[config.mk]
export PLATFORM = sky130hd
export DESIGN_NAME = brick_store_param
export DESIGN_NICKNAME = d
export VERILOG_FILES = /design/src/rtl/brick_store_param.sv
export SDC_FILE = /design/constraint.sdc
export NUM_CORES = 1
export LEC_CHECK = 0
export CELL_PAD_IN_SITES_DETAIL_PLACEMENT = 1
export CELL_PAD_IN_SITES_GLOBAL_PLACEMENT = 1
export CORE_UTILIZATION = 44
export DETAILED_ROUTE_END_ITERATION = 8
export PLACE_DENSITY = 0.63
export SYNTH_ARGS = -nofsm -noshare
export SYNTH_HDL_FRONTEND = slang
export SYNTH_SLANG_ARGS = --single-unit
[constraint.sdc]
create_clock -name clock -period 9.1 [get_ports clock]
set_input_delay 0.91 -clock clock [delete_from_list [all_inputs] [get_ports clock]]
set_output_delay 0.91 -clock clock [all_outputs]
set_load 0.005 [all_outputs]
[src/rtl/brick_store_param.sv]
// Brick-field RAM for breakout: grid generation, read/delete service, live count.
// Optional multi-hit bricks when BRICK_STORE_HITPOINTS_EN is defined.
module brick_store_param #(
  parameter int NUM_BRICKS = 64,
  parameter int ADDR_W = 6,
  parameter int COLS = 8,
  parameter int X_W = 8,
  parameter int Y_W = 7,
  parameter int COLOUR_W = 3,
  parameter int HP_W = 2,
  parameter int X0 = 8,
  parameter int Y0 = 10,
  parameter int PIX_W = 16,
`ifdef BRICK_STORE_HITPOINTS_EN
  parameter int HP_INIT = 2,
`endif
  parameter int PIX_H = 6,
  localparam int BRICK_W = 1 + HP_W + COLOUR_W + Y_W + X_W
) (
  input  logic                clock,
  input  logic                resetn,
  input  logic                reload,
  input  logic                req_valid,
  input  logic                req_delete,
  input  logic [ADDR_W-1:0]   req_addr,
  output logic                ready,
  output logic                done_loading,
  output logic                rsp_valid,
  output logic                rsp_err,
  output logic [BRICK_W-1:0]  brick_out,
  output logic [ADDR_W:0]     brick_count
);

  localparam int BODY_W = COLOUR_W + Y_W + X_W;

  localparam logic [ADDR_W:0]   NB       = (ADDR_W+1)'(NUM_BRICKS);
  localparam logic [ADDR_W-1:0] LAST     = ADDR_W'(NUM_BRICKS - 1);
  localparam logic [ADDR_W-1:0] IDX_ONE  = ADDR_W'(1);
  localparam logic [ADDR_W:0]   COL_LAST = (ADDR_W+1)'(COLS - 1);
  localparam logic [ADDR_W:0]   COL_ONE  = (ADDR_W+1)'(1);
  localparam logic [ADDR_W:0]   CNT_ONE  = (ADDR_W+1)'(1);
  localparam logic [COLOUR_W-1:0] ROW_ONE = COLOUR_W'(1);
  localparam logic [X_W-1:0]    X0_V     = X_W'(X0);
  localparam logic [Y_W-1:0]    Y0_V     = Y_W'(Y0);
  localparam logic [X_W-1:0]    PW_V     = X_W'(PIX_W);
  localparam logic [Y_W-1:0]    PH_V     = Y_W'(PIX_H);
`ifdef BRICK_STORE_HITPOINTS_EN
  localparam logic [HP_W-1:0]   HP_LOAD  = HP_W'(HP_INIT);
  localparam logic [HP_W-1:0]   HP_ONE   = HP_W'(1);
`else
  localparam logic [HP_W-1:0]   HP_LOAD  = HP_W'(1);
`endif

  typedef enum logic [1:0] {
    INIT,
    IDLE,
    RD,
    RSP
  } state_t;

  state_t                state;
  logic [ADDR_W-1:0]     idx;
  logic [ADDR_W-1:0]     addr_q;
  logic                  del_q;
  logic                  err_q;
  logic [ADDR_W:0]       col;
  logic [COLOUR_W-1:0]   row;
  logic [X_W-1:0]        x_acc;
  logic [Y_W-1:0]        y_acc;
  logic [BRICK_W-1:0]    rd_data;
  logic [BRICK_W-1:0]    mem [NUM_BRICKS];

  logic                  init_we;
  logic                  hit_we;
  logic                  kill;
  logic                  rd_alive;
  logic [BODY_W-1:0]     rd_body;
  logic [BRICK_W-1:0]    init_rec;
  logic [BRICK_W-1:0]    hit_rec;

  assign rd_alive = rd_data[BRICK_W-1];
  assign rd_body  = rd_data[BODY_W-1:0];
  assign init_rec = {1'b1, HP_LOAD, row, y_acc, x_acc};

  // writes are gated by resetn so an abort never lands a stale write-back
  assign init_we = resetn && (state == INIT);
  assign hit_we  = resetn && (state == RSP) && del_q
                   && !err_q && rd_alive;

`ifdef BRICK_STORE_HITPOINTS_EN
  logic [HP_W-1:0] rd_hp;
  assign rd_hp = rd_data[BRICK_W-2 -: HP_W];

  always_comb begin
    hit_rec = {1'b0, {HP_W{1'b0}}, rd_body};
    kill    = 1'b1;
    if (rd_hp > HP_ONE) begin
      hit_rec = {1'b1, rd_hp - HP_ONE, rd_body};
      kill    = 1'b0;
    end
  end
`else
  always_comb begin
    hit_rec = {1'b0, {HP_W{1'b0}}, rd_body};
    kill    = 1'b1;
  end
`endif

  always_ff @(posedge clock) begin
    if (init_we) begin
      mem[idx] <= init_rec;
    end else if (hit_we) begin
      mem[addr_q] <= hit_rec;
    end
  end

  always_ff @(posedge clock or negedge resetn) begin
    if (!resetn) begin
      state        <= INIT;
      idx          <= '0;
      col          <= '0;
      row          <= '0;
      x_acc        <= X0_V;
      y_acc        <= Y0_V;
      addr_q       <= '0;
      del_q        <= 1'b0;
      err_q        <= 1'b0;
      rd_data      <= '0;
      ready        <= 1'b0;
      done_loading <= 1'b0;
      rsp_valid    <= 1'b0;
      rsp_err      <= 1'b0;
      brick_out    <= '0;
      brick_count  <= '0;
    end else begin
      rsp_valid <= 1'b0;
      case (state)
        INIT: begin
          idx <= idx + IDX_ONE;
          // running sums replace col*PIX_W and row*PIX_H
          if (col == COL_LAST) begin
            col   <= '0;
            x_acc <= X0_V;
            row   <= row + ROW_ONE;
            y_acc <= y_acc + PH_V;
          end else begin
            col   <= col + COL_ONE;
            x_acc <= x_acc + PW_V;
          end
          if (idx == LAST) begin
            brick_count  <= NB;
            done_loading <= 1'b1;
            ready        <= 1'b1;
            state        <= IDLE;
          end
        end
        IDLE: begin
          if (!ready) begin
            ready <= 1'b1;
          end else if (reload) begin
            ready        <= 1'b0;
            done_loading <= 1'b0;
            idx          <= '0;
            col          <= '0;
            row          <= '0;
            x_acc        <= X0_V;
            y_acc        <= Y0_V;
            state        <= INIT;
          end else if (req_valid) begin
            ready  <= 1'b0;
            addr_q <= req_addr;
            del_q  <= req_delete;
            err_q  <= ({1'b0, req_addr} >= NB);
            state  <= RD;
          end
        end
        RD: begin
          if (!err_q) begin
            rd_data <= mem[addr_q];
          end
          state <= RSP;
        end
        RSP: begin
          rsp_valid <= 1'b1;
          rsp_err   <= err_q;
          brick_out <= err_q ? '0 : rd_data;
          if (hit_we && kill && (brick_count != '0)) begin
            brick_count <= brick_count - CNT_ONE;
          end
          state <= IDLE;
        end
        default: state <= INIT;
      endcase
    end
  end

endmodule
==> run_results.csv <==
group,metric,value,unit
status,outcome,"finished, final reports clean",
yosys,synth_area,50800,sq um
flow_run,drv_cap,0,
place,io_buffer_count,40,
power,power_density,312,nW/um^2
die,core,114000,sq um
clocking,clk_latency,0.75,ns
setup_path,critical_path.max_fanout,42,
route,vias_per_cell,6.00,
global_route,grt_pass1_vias,26900,
layout,nets,2784,
global_route,overflow,0,
die,die_y,342,um
layout,nFillCells,10300,
layout,drive_gt1_frac,0.181,
clocking,numCtsBuffers,136,
die,fp.dieW,342,um
clocking,clockBufferDepth,3,
yosys,syn_inst,2679,
timing,hold_viol,0,
timing,finalCritPeriodShare,0.639,
place,gp_congestion,0.863,
setup_path,rrSetupSlack,3.29,ns
timing,setup_viol,0,
setup_path,reg2reg_to,"mem[34][1]",
global_route,met1_usage,0.342,
global_route,grt_use_total,0.237,
timing,holdWs,0.0706,ns
global_route,gr-usage-met2,0.368,
layout,final_cells,4383,
setup_path,path_cells,"ha_1 -> nand4_1 -> nor2_2 -> buf_4 -> inv_2 -> buf_4 -> o22ai_1 -> nand2_1 -> nor2_2",
setup_path,endpoint_kind,"flop",
global_route,gr-usage-met3,0.0338,
clocking,root_buffer,"clkbuf_16",
timing,fin_skew,0.0235,ns
setup_path,crit_start,"state[0]",
clocking,cts.sinks,1300,
yosys,synth-async-reset-ratio,0.0646,
timing,clock.fmax,0.172,GHz
setup_path,cpMaxStageDelayCell,"nor2_2",
timing,finalMaxSlewViolations,0,
clocking,ctsHoldBuffers,0,
global_route,busiest_layer,"met2",
yosys,ys_top_cells_by_area,"edfxtp_1, mux4_2, mux2i_1",
timing,worstMarginPinSlew,1.32,ns
route,vias,26300,
route,drt_wl_total,138000,um
global_route,grt_max_degree,135,
global_route,grt_pass1_wl,197000,um
yosys,synth_edf_count,1216,
yosys,synth_top_cell_by_area,"edfxtp_1",
min_path,hold_class,"in -> async",
yosys,synth_top_cell_area_share,0.719,
setup_path,regToRegStartpoint,"state[0]",
yosys,yosysSeqAreaShare,0.760,
place,dp.cells,4135,
route,ant_nets,0,
route,drc,0,
place,hpwl,83400,um
yosys,ys.flop_type,"edfxtp_1",
yosys,ys_types,58,
clocking,clk_pin_slew_worst_paths,0.06,ns
clocking,cts_tree,"done",
setup_path,endpoint,"mem[34][1]",
clocking,cts-resized-gates,0,
layout,synthToLayoutAreaGrowth,12.8,%
setup_path,required,9.45,ns
die,std_cell_rows,124,
route,first_iter_violations,2827,
die,die_area,117000,sq um
timing,relSlewSlack,0.122,
die,io_pins,43,
timing,min_period,5.81,ns
global_route,antenna_found_initial,6,
setup_path,rr_worst_depth,9,
power,power,17.9,mW
setup_path,max_stage_delay,1.15,ns
setup_path,arrival,6.16,ns
setup_path,crit_type,"reg -> reg",
yosys,ys_ff_latch,1300,
die,start_util,0.444,
power,leakage,19.0,nW
clocking,cts_setup_buffers,0,
route,wire_per_inst,31.4,um
yosys,yosys_warnings,0,
route,first_pass_iters,5,
yosys,yosysMostFrequentCell,"edfxtp_1",
timing,rsz0062_at_grt,"false",
setup_path,critPathLaunchType,"flop",
power,ir_drop,0.000233,V
timing,fin_tns_setup,0,ns
clocking,htree_levels,4,
yosys,synthTopCellsByCount,"edfxtp_1, mux2i_1, mux4_2",
yosys,syn_avg_cell_area,19.0,sq um
## per-stage QoR
stage	util	setup slack, ns	area [sq um]
global route	0.501	2.96	57300
finish	0.501	3.29	57300
floorplan	-	4.55	50800
detailed placement	0.462	3.26	52800
CTS	0.501	3.25	57300
global placement	0.462	3.52	52800
## power by group
| group | leakage (nW) | internal, mW | switching, mW |
|---|---|---|---|
| clock | 2.16 | 3.33 | 2.30 |
| sequential | 12.3 | 7.17 | 0.375 |
| combinational | 4.52 | 1.66 | 3.03 |
## kinds of logic after synthesis
group / synth area share
xor+xnor: 0.00224
other cells: 0.0000738
fa+ha+maj: 0.00296
compound gates: 0.0535
buf+inv: 0.0183
flops: 0.760
simple gates: 0.0287
mux: 0.134
## how the worst min path moves through the flow
stage	start	end	slack (ns)	cells after the start
after detailed placement	brick_out[6]	brick_out[6]	0.50	1
after CTS	resetn	brick_count[4]	0.04	1
after global placement	del_q	del_q	0.49	1
final	resetn	brick_count[2]	0.07	1
after global routing	resetn	brick_count[2]	0.07	1
after floorplan	y_acc[2]	y_acc[2]	0.47	2
## layout make-up
class | instances | area, sq um | area share
antenna | 1 | 2.50 | 0.0000437
tap | 1512 | 1890 | 0.0330
clock inverter | 78 | 862 | 0.0150
inverter | 11 | 41.3 | 0.000721
multi-input combinational | 1224 | 11500 | 0.200
clock buffer | 169 | 3610 | 0.0630
timing repair buffer | 88 | 783 | 0.0137
sequential | 1300 | 38600 | 0.674
## routing by layer
layer | wire (um) | vias up
li1 | - | 11000
met4 | 4820 | 0
met1 | 60000 | 14100
met2 | 64400 | 930
met5 | 0 | -
met3 | 8580 | 206
## cells in the final DEF, fill, tap and decap left out, drive strengths merged, types with 58 or more instances in the layout
cell    netlist  layout
edfxtp     1216    1216
mux2i       287     287
clkbuf       43     169
mux4        152     152
nand2       111     111
a21oi       105     105
nor2        103     103
a22oi        95      95
dfrtp        81      81
o22ai        58      58
## state kept, by name, summed over array words and instances (netlist names), 2 cells and up
name,flops
mem,1216
brick_out,19
rd_data,19
brick_count,7
col,7
addr_q,6
idx,6
y_acc,6
x_acc,5
row,3
state,2
## worst max-delay path: cells and delay by family (launching register included)
family                   cells  cell delay, ns
buffers and inverters        3            1.28
AND/OR/NAND/NOR              4            2.40
AO/OA/AOI/OAI                1            0.41
adder cells (fa/ha/maj)      1            0.84
flip-flops                   1            0.42
No activity file was read; power rests on OpenSTA's default activity.
